$ cat config.mk
export PLATFORM = sky130hd
export DESIGN_NAME = vending_machine_change
export DESIGN_NICKNAME = d
export VERILOG_FILES = /design/src/rtl/vending_machine_change_pkg.sv /design/src/rtl/vending_machine_change_coin_adder.sv /design/src/rtl/vending_machine_change.sv
export SDC_FILE = /design/constraint.sdc
export NUM_CORES = 1
export LEC_CHECK = 0
export BUFFER_PORTS_ARGS = -buffer_cell sky130_fd_sc_hd__buf_2
export CORE_UTILIZATION = 45
export CTS_CLUSTER_DIAMETER = 50
export DETAILED_ROUTE_END_ITERATION = 12
export HOLD_SLACK_MARGIN = 0.03
export PLACE_DENSITY_LB_ADDON = 0.15
export SYNTH_ARGS = -nofsm -noshare
export SYNTH_HDL_FRONTEND = slang
export SYNTH_SLANG_ARGS = --single-unit
$ cat constraint.sdc
create_clock -name clk -period 6.4 [get_ports clk]
set_clock_uncertainty 0.1 [all_clocks]
set_input_delay 0.64 -clock clk [delete_from_list [all_inputs] [get_ports clk]]
set_output_delay 0.64 -clock clk [all_outputs]
set_load 0.005 [all_outputs]
$ cat src/rtl/vending_machine_change_pkg.sv
// vending_pkg: shared FSM state type and coin values for the vending machine
package vending_pkg;
    typedef enum logic [1:0] {COLLECT, VEND, CHANGE} state_e;
    localparam int NICKEL_C  = 5;
    localparam int DIME_C    = 10;
    localparam int QUARTER_C = 25;
endpackage

$ cat src/rtl/vending_machine_change_coin_adder.sv
// coin_adder: combinational cents total of the coin strobes seen in one cycle
module coin_adder
    import vending_pkg::*;
(
    input  logic       nickel_i,
    input  logic       dime_i,
    input  logic       quarter_i,
    output logic [5:0] sum_o
);
    assign sum_o = (nickel_i ? 6'(NICKEL_C) : 6'd0) + (dime_i ? 6'(DIME_C) : 6'd0) + (quarter_i ? 6'(QUARTER_C) : 6'd0);
endmodule

$ cat src/rtl/vending_machine_change.sv
// vending_machine_change: coin collection, vend pulse and greedy change return
module vending_machine_change
    import vending_pkg::*;
#(
    parameter int PRICE    = 100,
    parameter int CREDIT_W = $clog2(PRICE + 40) + 1
) (
    input  logic                clk,
    input  logic                reset,
    input  logic                nickel,
    input  logic                dime,
    input  logic                quarter,
    input  logic                cancel,
    output logic                valid,
    output logic                change_nickel,
    output logic                change_dime,
    output logic                change_quarter,
    output logic                coin_reject,
    output logic [CREDIT_W-1:0] credit,
    output logic                busy
);
    localparam logic [CREDIT_W-1:0] PRICE_W   = CREDIT_W'(PRICE);
    localparam logic [CREDIT_W-1:0] NICKEL_W  = CREDIT_W'(NICKEL_C);
    localparam logic [CREDIT_W-1:0] DIME_W    = CREDIT_W'(DIME_C);
    localparam logic [CREDIT_W-1:0] QUARTER_W = CREDIT_W'(QUARTER_C);

    state_e              state_q, state_d;
    logic [CREDIT_W-1:0] credit_q, credit_d, total, ret_val;
    logic [5:0]          coin_sum;
    logic                any_coin, give_q, give_d, give_n;
    logic                valid_q, valid_d, cq_q, cq_d, cd_q, cd_d, cn_q, cn_d, rej_q, rej_d, busy_q;

    coin_adder u_coin_adder (
        .nickel_i (nickel),
        .dime_i   (dime),
        .quarter_i(quarter),
        .sum_o    (coin_sum)
    );

    assign any_coin = nickel | dime | quarter;
    assign total    = credit_q + CREDIT_W'(coin_sum);
    // Greedy pick from the current credit; only applied when credit is non-zero,
    // and credit is always a multiple of 5, so the nickel branch never underflows.
    assign give_q   = credit_q >= QUARTER_W;
    assign give_d   = !give_q && credit_q >= DIME_W;
    assign give_n   = !give_q && !give_d;
    assign ret_val  = give_q ? QUARTER_W : give_d ? DIME_W : NICKEL_W;

    always_comb begin
        state_d  = state_q;
        credit_d = credit_q;
        valid_d  = 1'b0;
        cq_d     = 1'b0;
        cd_d     = 1'b0;
        cn_d     = 1'b0;
        rej_d    = 1'b0;
        case (state_q)
            COLLECT: begin
                if (cancel) begin
                    rej_d = any_coin;
                    if (credit_q != '0) begin
                        state_d  = CHANGE;
                        credit_d = credit_q - ret_val;
                        {cq_d, cd_d, cn_d} = {give_q, give_d, give_n};
                    end
                end else if (total >= PRICE_W) begin
                    state_d  = VEND;
                    credit_d = total - PRICE_W;
                    valid_d  = 1'b1;
                end else begin
                    credit_d = total;
                end
            end
            VEND, CHANGE: begin
                rej_d = any_coin;
                if (credit_q != '0) begin
                    state_d  = CHANGE;
                    credit_d = credit_q - ret_val;
                    {cq_d, cd_d, cn_d} = {give_q, give_d, give_n};
                end else begin
                    state_d = COLLECT;
                end
            end
            default: state_d = COLLECT;
        endcase
    end

    always_ff @(posedge clk) begin
        if (reset) begin
            state_q  <= COLLECT;
            credit_q <= '0;
            valid_q  <= 1'b0;
            cq_q     <= 1'b0;
            cd_q     <= 1'b0;
            cn_q     <= 1'b0;
            rej_q    <= 1'b0;
            busy_q   <= 1'b0;
        end else begin
            state_q  <= state_d;
            credit_q <= credit_d;
            valid_q  <= valid_d;
            cq_q     <= cq_d;
            cd_q     <= cd_d;
            cn_q     <= cn_d;
            rej_q    <= rej_d;
            busy_q   <= state_d != COLLECT;
        end
    end

    assign valid          = valid_q;
    assign change_quarter = cq_q;
    assign change_dime    = cd_q;
    assign change_nickel  = cn_q;
    assign coin_reject    = rej_q;
    assign credit         = credit_q;
    assign busy           = busy_q;
endmodule

# Yosys cells after proc, flatten, opt, wreduce, memory -nomap -nowiden
# Cells that the tools add are included.
[word_totals]
register_bits = 17
inputBits = 6
out_inout_bits = 15
elab_cells = 57
[op_classes]
n_addsub = 5
order_cmp = 3
eq_ne = 2
muxes = 26
bitwise_logic = 3
reduce_logical = 10
[ops]
columns = ["cell", "count"]
rows = [
  ["two-way mux 9 bit", 3],
  ["one-hot mux 9 bit (2 select lines)", 1],
  ["adder 6 bit", 2],
  ["two-way mux 5 bit", 2],
  ["adder 9 x 6 -> 9 bit", 1],
  [">= comparator 9 x 4 -> 1 bit, second input constant", 1],
  [">= comparator 9 x 5 -> 1 bit, second input constant", 1],
  [">= comparator 9 x 7 -> 1 bit, second input constant", 1],
  ["nonzero test 9 bit", 1],
  ["subtractor 9 x 5 -> 9 bit", 1],
  ["subtractor 9 x 7 -> 9 bit, second input constant", 1],
  ["two-way mux 1 bit", 8],
  ["two-way mux 2 bit", 4],
  ["two-way mux 4 bit", 2],
  ["one-hot mux 1 bit (2 select lines)", 4],
  ["one-hot mux 2 bit (2 select lines)", 1],
  ["nonzero test 2 bit", 2],
  ["two-way mux 3 bit", 1],
  ["OR reduction 3 bit", 1],
  ["== test 2 x 1 -> 1 bit, second input constant", 1],
  ["== test 2 bit, second input constant", 1],
  ["logical AND 1 bit", 2],
  ["logical NOT 1 bit", 2],
  ["logical NOT 2 bit", 1],
  ["other kinds (3)", 4],
]

# Depth between registers and ports, before layout
# Gate-level depths: netlist of the first run.
[logic_depth]
ltp_word = 9
ltp_mapped = 16
ltp_nobuf = 16

# By module
# A second synthesis of the first run with hierarchy kept.
[unflattened]
cells_unflattened = 219
hier_area_um2 = 1784.2
[by_module_without_submodules]
columns = ["mod", "instances", "cells_each", "area_each_um2", "seq_area_each_um2"]
rows = [
  ["vending_machine_change", 1, 204, 1644.1, 340.3],
  ["coin_adder", 1, 15, 140.1, 0.0],
]

# Worst setup path before layout of the first run
# OpenSTA, ideal clock, no wires.
[synth_path]
kind = "input to register"
start = "input port nickel"
end = "register credit_q[4] (netlist: credit[4])"
setup_time_ps = 95
arrival_ps = 3182
required_time_ps = 6205
path_slack_ps = 3023
stages = 14
path_buffers = 0
path_cell_list = "ha_1 ha_1 ha_1 a211oi_2 nor2_1 nor2_1 inv_1 ha_1 nand2_1 o221ai_1 nand2b_1 a31oi_4 mux2i_1 a221oi_1"
[synth_via]
elab_chain_len = 8
word_cells_on_any_way = 9
classes_between = "4 x add/sub; 1 x order compare; 4 x mux"
[synth_lines]
columns = ["element", "line", "text"]
rows = [
  ["start: declaration", "vending_machine_change.sv:10", "input logic nickel,"],
  ["two-way mux 3 bit *", "vending_machine_change_coin_adder.sv:10", "assign sum_o = (nickel_i ? 6'(NICKEL_C) : 6'd0) + (dime_i ? 6'(DIME_C) : 6'd0) + (quarter_i ? 6'(QUARTER_C) : ..."],
  ["adder 6 bit * (2 in a row)", "vending_machine_change_coin_adder.sv:10", ""],
  ["adder 9 x 6 -> 9 bit *", "vending_machine_change.sv:41", "assign total = credit_q + CREDIT_W'(coin_sum);"],
  ["subtractor 9 x 7 -> 9 bit or >= comparator 9 x 7 -> 1 bit (tied branches)", "vending_machine_change.sv:68, vending_machine_change.sv:66", ""],
  ["two-way mux 9 bit *", "vending_machine_change.sv:66", "end else if (total >= PRICE_W) begin"],
  ["two-way mux 9 bit *", "vending_machine_change.sv:59", "if (cancel) begin"],
  ["one-hot mux 9 bit (2 select lines) *", "vending_machine_change.sv:57", "case (state_q)"],
  ["end signal: assignment", "vending_machine_change.sv:100", "credit_q <= credit_d;"],
  ["end: declaration", "vending_machine_change.sv:28", "logic [CREDIT_W-1:0] credit_q, credit_d, total, ret_val;"],
]
# Every way passes the cells marked *; elsewhere a longest branch is shown, timed or not.
# A chain may end at the register's enable or synchronous reset.

# Worst setup path in the final report of the first run
[layout_path]
start = "register credit_q[6] (netlist: credit[6])"
end = "register credit_q[7] (netlist: credit[7])"
[layout_via]
elab_chain_len = 9
word_cells_on_any_way = 15
classes_between = "3 x add/sub; 3 x order compare; 6 x mux; 3 x reduce/logical"
[layout_lines]
columns = ["element", "line", "text"]
rows = [
  [">= comparator 9 x 5 -> 1 bit", "vending_machine_change.sv:44", "assign give_q = credit_q >= QUARTER_W;"],
  ["logical NOT 1 bit", "vending_machine_change.sv:45", "assign give_d = !give_q && credit_q >= DIME_W;"],
  ["logical AND 1 bit", "vending_machine_change.sv:45", ""],
  ["two-way mux 4 bit", "vending_machine_change.sv:47", "assign ret_val = give_q ? QUARTER_W : give_d ? DIME_W : NICKEL_W;"],
  ["two-way mux 5 bit", "vending_machine_change.sv:47", ""],
  ["subtractor 9 x 5 -> 9 bit", "vending_machine_change.sv:63, vending_machine_change.sv:78", ""],
  ["two-way mux 9 bit", "vending_machine_change.sv:61, vending_machine_change.sv:76", ""],
  ["two-way mux 9 bit", "vending_machine_change.sv:59", ""],
  ["one-hot mux 9 bit (2 select lines) *", "vending_machine_change.sv:57", ""],
]
# Marked as above.

==> results of run 1 <==
==> sequential cells by signal (all words and copies together), names as in the netlist <==
name,count
credit,9
state_q,2
busy,1
change_dime,1
change_nickel,1
change_quarter,1
coin_reject,1
valid,1
==> synth_stat cells, drive strengths merged (2+ instances only) <==
cell / n
nor2: 25
nand4: 2
clkbuf: 2
xnor2: 12
dfxtp: 17
nor4: 2
a311oi: 2
fa: 2
a31oi: 6
nor3: 5
nand2: 13
o22ai: 3
or2: 3
o211ai: 3
a211oi: 6
nand3: 8
xor2: 3
or4: 2
a21oi: 8
inv: 13
nand2b: 4
a21o: 3
nor2b: 5
o21ai: 9
nor4b: 2
ha: 19
o31ai: 3
and3: 2
mux2i: 2
buf: 5
==> worst max path at each step <==
stage,start,slack (ps),end
floorplan,nickel,3020,credit[4]$_SDFFE_PP0P_
global placement,nickel,2560,credit[4]$_SDFFE_PP0P_
detailed placement,nickel,2540,credit[4]$_SDFFE_PP0P_
CTS,credit[6]$_SDFFE_PP0P_,2720,credit[7]$_SDFFE_PP0P_
global route,credit[6]$_SDFFE_PP0P_,2410,credit[7]$_SDFFE_PP0P_
finish,credit[6]$_SDFFE_PP0P_,2730,credit[7]$_SDFFE_PP0P_
==> power breakdown <==
group,internal [W],total [W],switching (W),leakage [nW]
clock network,0.0000442,0.0000814,0.0000372,0.0228
registers,0.000148,0.000209,0.0000610,0.140
logic,0.000385,0.000861,0.000477,0.677
==> through the flow <==
step / util / setup slack [ps] / cells
after floorplan: - / 3020 / 211
after global placement: 0.502 / 2560 / 272
after detailed placement: 0.502 / 2540 / 272
after CTS: 0.514 / 2720 / 276
after global routing: 0.514 / 2410 / 276
final: 0.514 / 2730 / 276
==> cell type report <==
class / instances / area, um2 / area share
Inverter: 13 / 48.8 / 0.0259
Sequential cell: 17 / 340 / 0.181
Tap cell: 48 / 60.1 / 0.0319
Multi-Input combinational cell: 174 / 1290 / 0.684
Clock buffer: 4 / 45.0 / 0.0239
Timing Repair Buffer: 20 / 100 / 0.0532
==> critical path, cell delays in order (launching register included) <==
cell and delay [ps]:
dfxtp_1 480, or4_4 560, a31oi_1 300, nand2_1 190
ha_1 300, nor2b_1 130, o21ai_0 380, o211ai_4 160
nor4b_4 320, xor2_1 160, o21ai_0 120, a2111oi_2 370
==> logic make-up (layout without fill, tap and decap cells) <==
logic type                 Yosys count  after routing
muxes                                2              2
adders and majority gates           21             21
xor gates and xnor gates            15             15
and+or+nand+nor                     80             80
DFF                                 17             17
buffers and inverters               20             37
AOI/OAI and AO/OA                   56             56
==> cells in the final DEF (no fill, tap or decap), types with 2 or more instances in the layout <==
cell / Yosys / layout
clkbuf_8: 0 / 3
o21ai_0: 8 / 8
a211oi_1: 5 / 5
nand2b_1: 4 / 4
xnor2_1: 12 / 12
mux2i_1: 2 / 2
buf_2: 2 / 20
a311oi_1: 2 / 2
inv_1: 13 / 13
nor3_1: 5 / 5
a21oi_1: 8 / 8
and3_1: 2 / 2
o31ai_1: 3 / 3
nor4_1: 2 / 2
a21o_1: 3 / 3
nor2_1: 25 / 25
nand2_1: 12 / 12
a31oi_1: 5 / 5
fa_1: 2 / 2
nand4_1: 2 / 2
dfxtp_1: 17 / 17
ha_1: 19 / 19
o211ai_1: 2 / 2
o22ai_1: 3 / 3
nand3_1: 8 / 8
or2_2: 3 / 3
or4_4: 2 / 2
nor2b_1: 5 / 5
xor2_1: 3 / 3
==> routing by layer <==
metal / vias to the layer above / wire [um] / GRT usage
met1: 743 / 1930 / 0.273
met4: 0 / 12 / 0.0710
met5: - / 0 / 0
li1: 811 / - / -
met2: 23 / 1900 / 0.335
met3: 2 / 87 / 0.0143
==> results by group, run 1 <==
CTS
  • CTS-repair resized insts: 0
  • CTS tree: built
  • Clk Latency, worst-skew pair: 250 ps
  • Buffers inserted by post-CTS timing repair: 0
  • Post-CTS Hold Fix Bufs: 0
  • H-tree levels: 1
  • CTS sink count: 17
  • Clock transition at path regs: 70 ps
  • Max clock buf depth: 2
  • CTS buffer count: 3
  • Root Buffer: clkbuf_8

Hold path
  • Hold_sp: credit[0]$_SDFFE_PP0P_
  • HP Class: reg2reg
  • Worst hold stages: 2
  • Hold endpoint: credit[0]$_SDFFE_PP0P_

Synthesis
  • Mux cell area share after synthesis: 0.0116
  • Post-synth top area share: 0.198
  • Yosys top cell by area: dfxtp_1
  • Number of distinct library cells after synthesis: 58
  • Adder-cell area share of the yosys netlist: 0.161
  • Yosys reg bits: 17
  • Synth Area in XOR/XNOR: 0.0763
  • Ys async rst share: 0
  • Post-Synth Simple-Gate Area: 0.251
  • Post-synthesis compound-gate area fraction: 0.249
  • Yosys warns: 0
  • Post-synth EDFFs: 0
  • Synth Area per Inst: 8.16 um2
  • Top_reg_cell synth: dfxtp_1
  • Largest family of logic cells by synthesized area: simple AND/OR/NAND/NOR gates
  • Post-Syn Area: 1720 um2
  • Gate Count Post-Synth: 211
  • Sequential-to-total area share from yosys stat: 0.198
  • Syn_nets: 238
  • Leading cell types by total area after synthesis: dfxtp_1 20%, ha_1 14%, xnor2_1 6.1%

Worst setup path
  • Startpoint Class: flip-flop
  • Critical Path End Type: flip-flop
  • Worst reg2reg endpoint: credit[7]$_SDFFE_PP0P_
  • Worst R2R Start: credit[6]$_SDFFE_PP0P_
  • R2r setup slk: 2730 ps
  • CP max FO: 13
  • CP Class: reg2reg
  • WP data arrival: 3720 ps
  • Data required time of the critical path: 6460 ps
  • Reg2reg path depth: 11

Place
  • Placer Congestion: 0.788
  • Port Buffer Count: 20
  • Post-Place Cell Area: 1840 um2
  • Dpl hpwl: 3.05 mm

Cells and area
  • Nets: 256
  • Synth-to-Final Area Change: 9.38%
  • ANT cells: 0
  • Fill cells: 369
  • Share of cells above drive strength 1: 0.154
  • Fin area: 1880 um2

STA
  • Max-slew violations: 0
  • Min Clock Period, post-route: 3670 ps
  • Period utilisation layout: 0.573
  • Final setup fails: 0
  • Fmax: 273 MHz
  • Worst slew pin tran: 733 ps
  • Final Hold Viols: 0
  • Worst slew margin: 0.512
  • RSZ-0062 raised after global routing: false
  • Hold Worst Slack: 444 ps
  • Setup TNS: 0 ps

Drt
  • Vias per cell: 5.72
  • Starting DRC count in detailed routing: 107
  • Drt first pass iters: 4
  • DRC: 0
  • Vias: 1579
  • Final WL: 3.93 mm
  • WL/cell: 14.2 um
  • Final antenna-violating net count: 0

Floorplanning
  • Core Footprint: 3660 um2
  • Die H: 63.9 um
  • Initial Util: 0.470
  • # rows: 22
  • Die area: 4080 um2
  • I/O pins: 21
  • Die W: 63.9 um

Power
  • Total power draw: 0.00115 W
  • Worst vdd ir: 0.286 mV
  • Power per cell area: 612 nW/um2
  • Leakage: 0.841 nW

Global route
  • Pin count of the biggest net entering global routing: 20
  • Overflow after GRT: 0
  • First-pass GRT wire length: 6.47 mm
  • Initial antenna violation count: 0
  • Vias in the first global route: 1436
  • GRT Total Usage: 0.202

Status
  • Status: completed

Run
  • Max Cap Viol: 0
Power figures use the tool's default switching activity.
==> run 2, diff against run 1 <==
Clock period 6.4 ns to 3.26 ns, I/O delays scaled along.
==> run 2 against run 1 <==
Compared with the run above: non-clock buffer count grew 26; cell count rose by 9.4%; hold slack worse by 210 ps; global-route usage grew 1.3 points; wire length rose by 9.9%; die area stayed put; first-iteration DRC count increased by 13%; sequential share of layout area fell by 2.4 points; utilization increased by 8.0 points; critical endpoint is now credit[4]$_SDFFE_PP0P_; register-to-register slack got worse by 2500 ps; critical path type is now in2reg.
==> results by group, run 2 (same netlist as run 1, synthesis figures left out) <==
Floorplanning
  • Die W: 63.9 um
  • Core Footprint: 3660 um2
  • Die area: 4080 um2
  • I/O pins: 21
  • Initial Util: 0.470
  • # rows: 22
  • Die H: 63.9 um

Worst setup path
  • CP max FO: 8
  • Worst R2R Start: credit[7]$_SDFFE_PP0P_
  • Startpoint Class: input pin
  • Worst reg2reg endpoint: credit[7]$_SDFFE_PP0P_
  • R2r setup slk: 210 ps
  • Critical Path End Type: flip-flop
  • WP data arrival: 3060 ps
  • CP Class: in2reg
  • Reg2reg path depth: 11
  • Data required time of the critical path: 3270 ps

Status
  • Status: completed

Drt
  • DRC: 0
  • Final WL: 4.32 mm
  • Final antenna-violating net count: 0
  • Starting DRC count in detailed routing: 121
  • Vias: 1665
  • Drt first pass iters: 5
  • Vias per cell: 5.51
  • WL/cell: 14.3 um

Place
  • Placer Congestion: 0.813
  • Dpl ws: -118 ps
  • Port Buffer Count: 20
  • Dpl hpwl: 3.29 mm
  • Post-Place Cell Area: 2000 um2

STA
  • Period utilisation layout: 0.938
  • Setup TNS: 0 ps
  • Worst slew pin tran: 763 ps
  • Worst slew margin: 0.491
  • Final setup fails: 0
  • Fmax: 327 MHz
  • Final Hold Viols: 0
  • Hold Worst Slack: 232 ps
  • RSZ-0062 raised after global routing: false
  • Min Clock Period, post-route: 3060 ps
  • Max-slew violations: 0
  • Final setup margin: 203 ps

Global route
  • Overflow after GRT: 0
  • Pin count of the biggest net entering global routing: 20
  • Vias in the first global route: 1512
  • First-pass GRT wire length: 6.95 mm
  • Initial antenna violation count: 0
  • GRT Total Usage: 0.215

Hold path
  • Worst hold stages: 2
  • Hold endpoint: valid$_SDFF_PP0_
  • HP Class: in2reg
  • Hold_sp: cancel

CTS
  • H-tree levels: 1
  • CTS tree: built
  • Root Buffer: clkbuf_8
  • Max clock buf depth: 2
  • CTS buffer count: 3
  • Clk Latency, worst-skew pair: 260 ps
  • Post-CTS Hold Fix Bufs: 0
  • Clock transition at path regs: 70 ps
  • CTS sink count: 17

Cells and area
  • Most frequent cells in the layout: 26 x buf_4, 23 x nor2_1, 20 x buf_2
  • Synth-to-Final Area Change: 26.3%
  • Nets: 282
  • Share of cells above drive strength 1: 0.299
  • Commonest non-fill, non-tap cell in the layout: buf_4
  • ANT cells: 0
  • Fin area: 2170 um2
  • Layout Utilization: 0.594
  • Largest register FFs: 9

Power
  • Worst vdd ir: 0.574 mV
  • Leakage: 0.986 nW
  • Power per cell area: 1230 nW/um2

Run
  • Max Cap Viol: 0
run 2: report_power, final:
part / leakage [nW] / switching [W] / internal [W] / total (W)
registers: 0.141 / 0.0000642 / 0.000292 / 0.000356
clock network: 0.0255 / 0.0000787 / 0.0000850 / 0.000164
logic: 0.819 / 0.00112 / 0.00103 / 0.00215
total: 0.986 / 0.00126 / 0.00141 / 0.00267
run 2: timing repair:
item / CTS / global route
resized for setup: 0 / 19
setup endpoints to repair: 0 / 9
buffers inserted: 0 / 5
run 2: metal layers:
layer / vias to the layer above / GRT usage / wire (um)
li1: 860 / - / -
met5: - / 0 / 0
met4: 0 / 0.0511 / 53
met3: 7 / 0.0161 / 139
met1: 765 / 0.292 / 2060
met2: 33 / 0.367 / 2070
run 2: worst max path at each step:
stage / startpoint / end / slack (ps)
finish: nickel / credit[4]$_SDFFE_PP0P_ / 200
CTS: credit[8]$_SDFFE_PP0P_ / credit[7]$_SDFFE_PP0P_ / 50
detailed placement: nickel / state_q[1]$_SDFF_PP0_ / -120
global placement: nickel / credit[4]$_SDFFE_PP0P_ / -50
floorplan: credit[8]$_SDFFE_PP0P_ / credit[7]$_SDFFE_PP0P_ / 60
global route: nickel / credit[4]$_SDFFE_PP0P_ / 4
run 2: through the flow:
stage	power, W	cells
after floorplan	0.00175	211
after global placement	0.00228	293
after detailed placement	0.00229	293
after CTS	0.00246	297
after global routing	0.00292	302
final	0.00267	302
run 2: layout make-up:
class	instances	area, um2
inverters	13	48.8
flip-flops and latches	17	342
clock buffers	3	41.3
repair buffers	46	295
fillers	348	1490
well taps	48	60.1
multi-input cells	174	1380
clock inverters	1	5.00
run 2: worst max-delay path, cell delays in order:
cell and delay, ps:
buf_2 110, ha_1 200, ha_1 210, xor2_1 150, ha_2 360, nor2_1 50
o21ba_2 220, nor2_2 130, inv_1 70, ha_1 200, nand2_1 90, o221ai_2 120
nand2b_4 170, a31oi_4 340, mux2i_1 260, a221oi_2 80
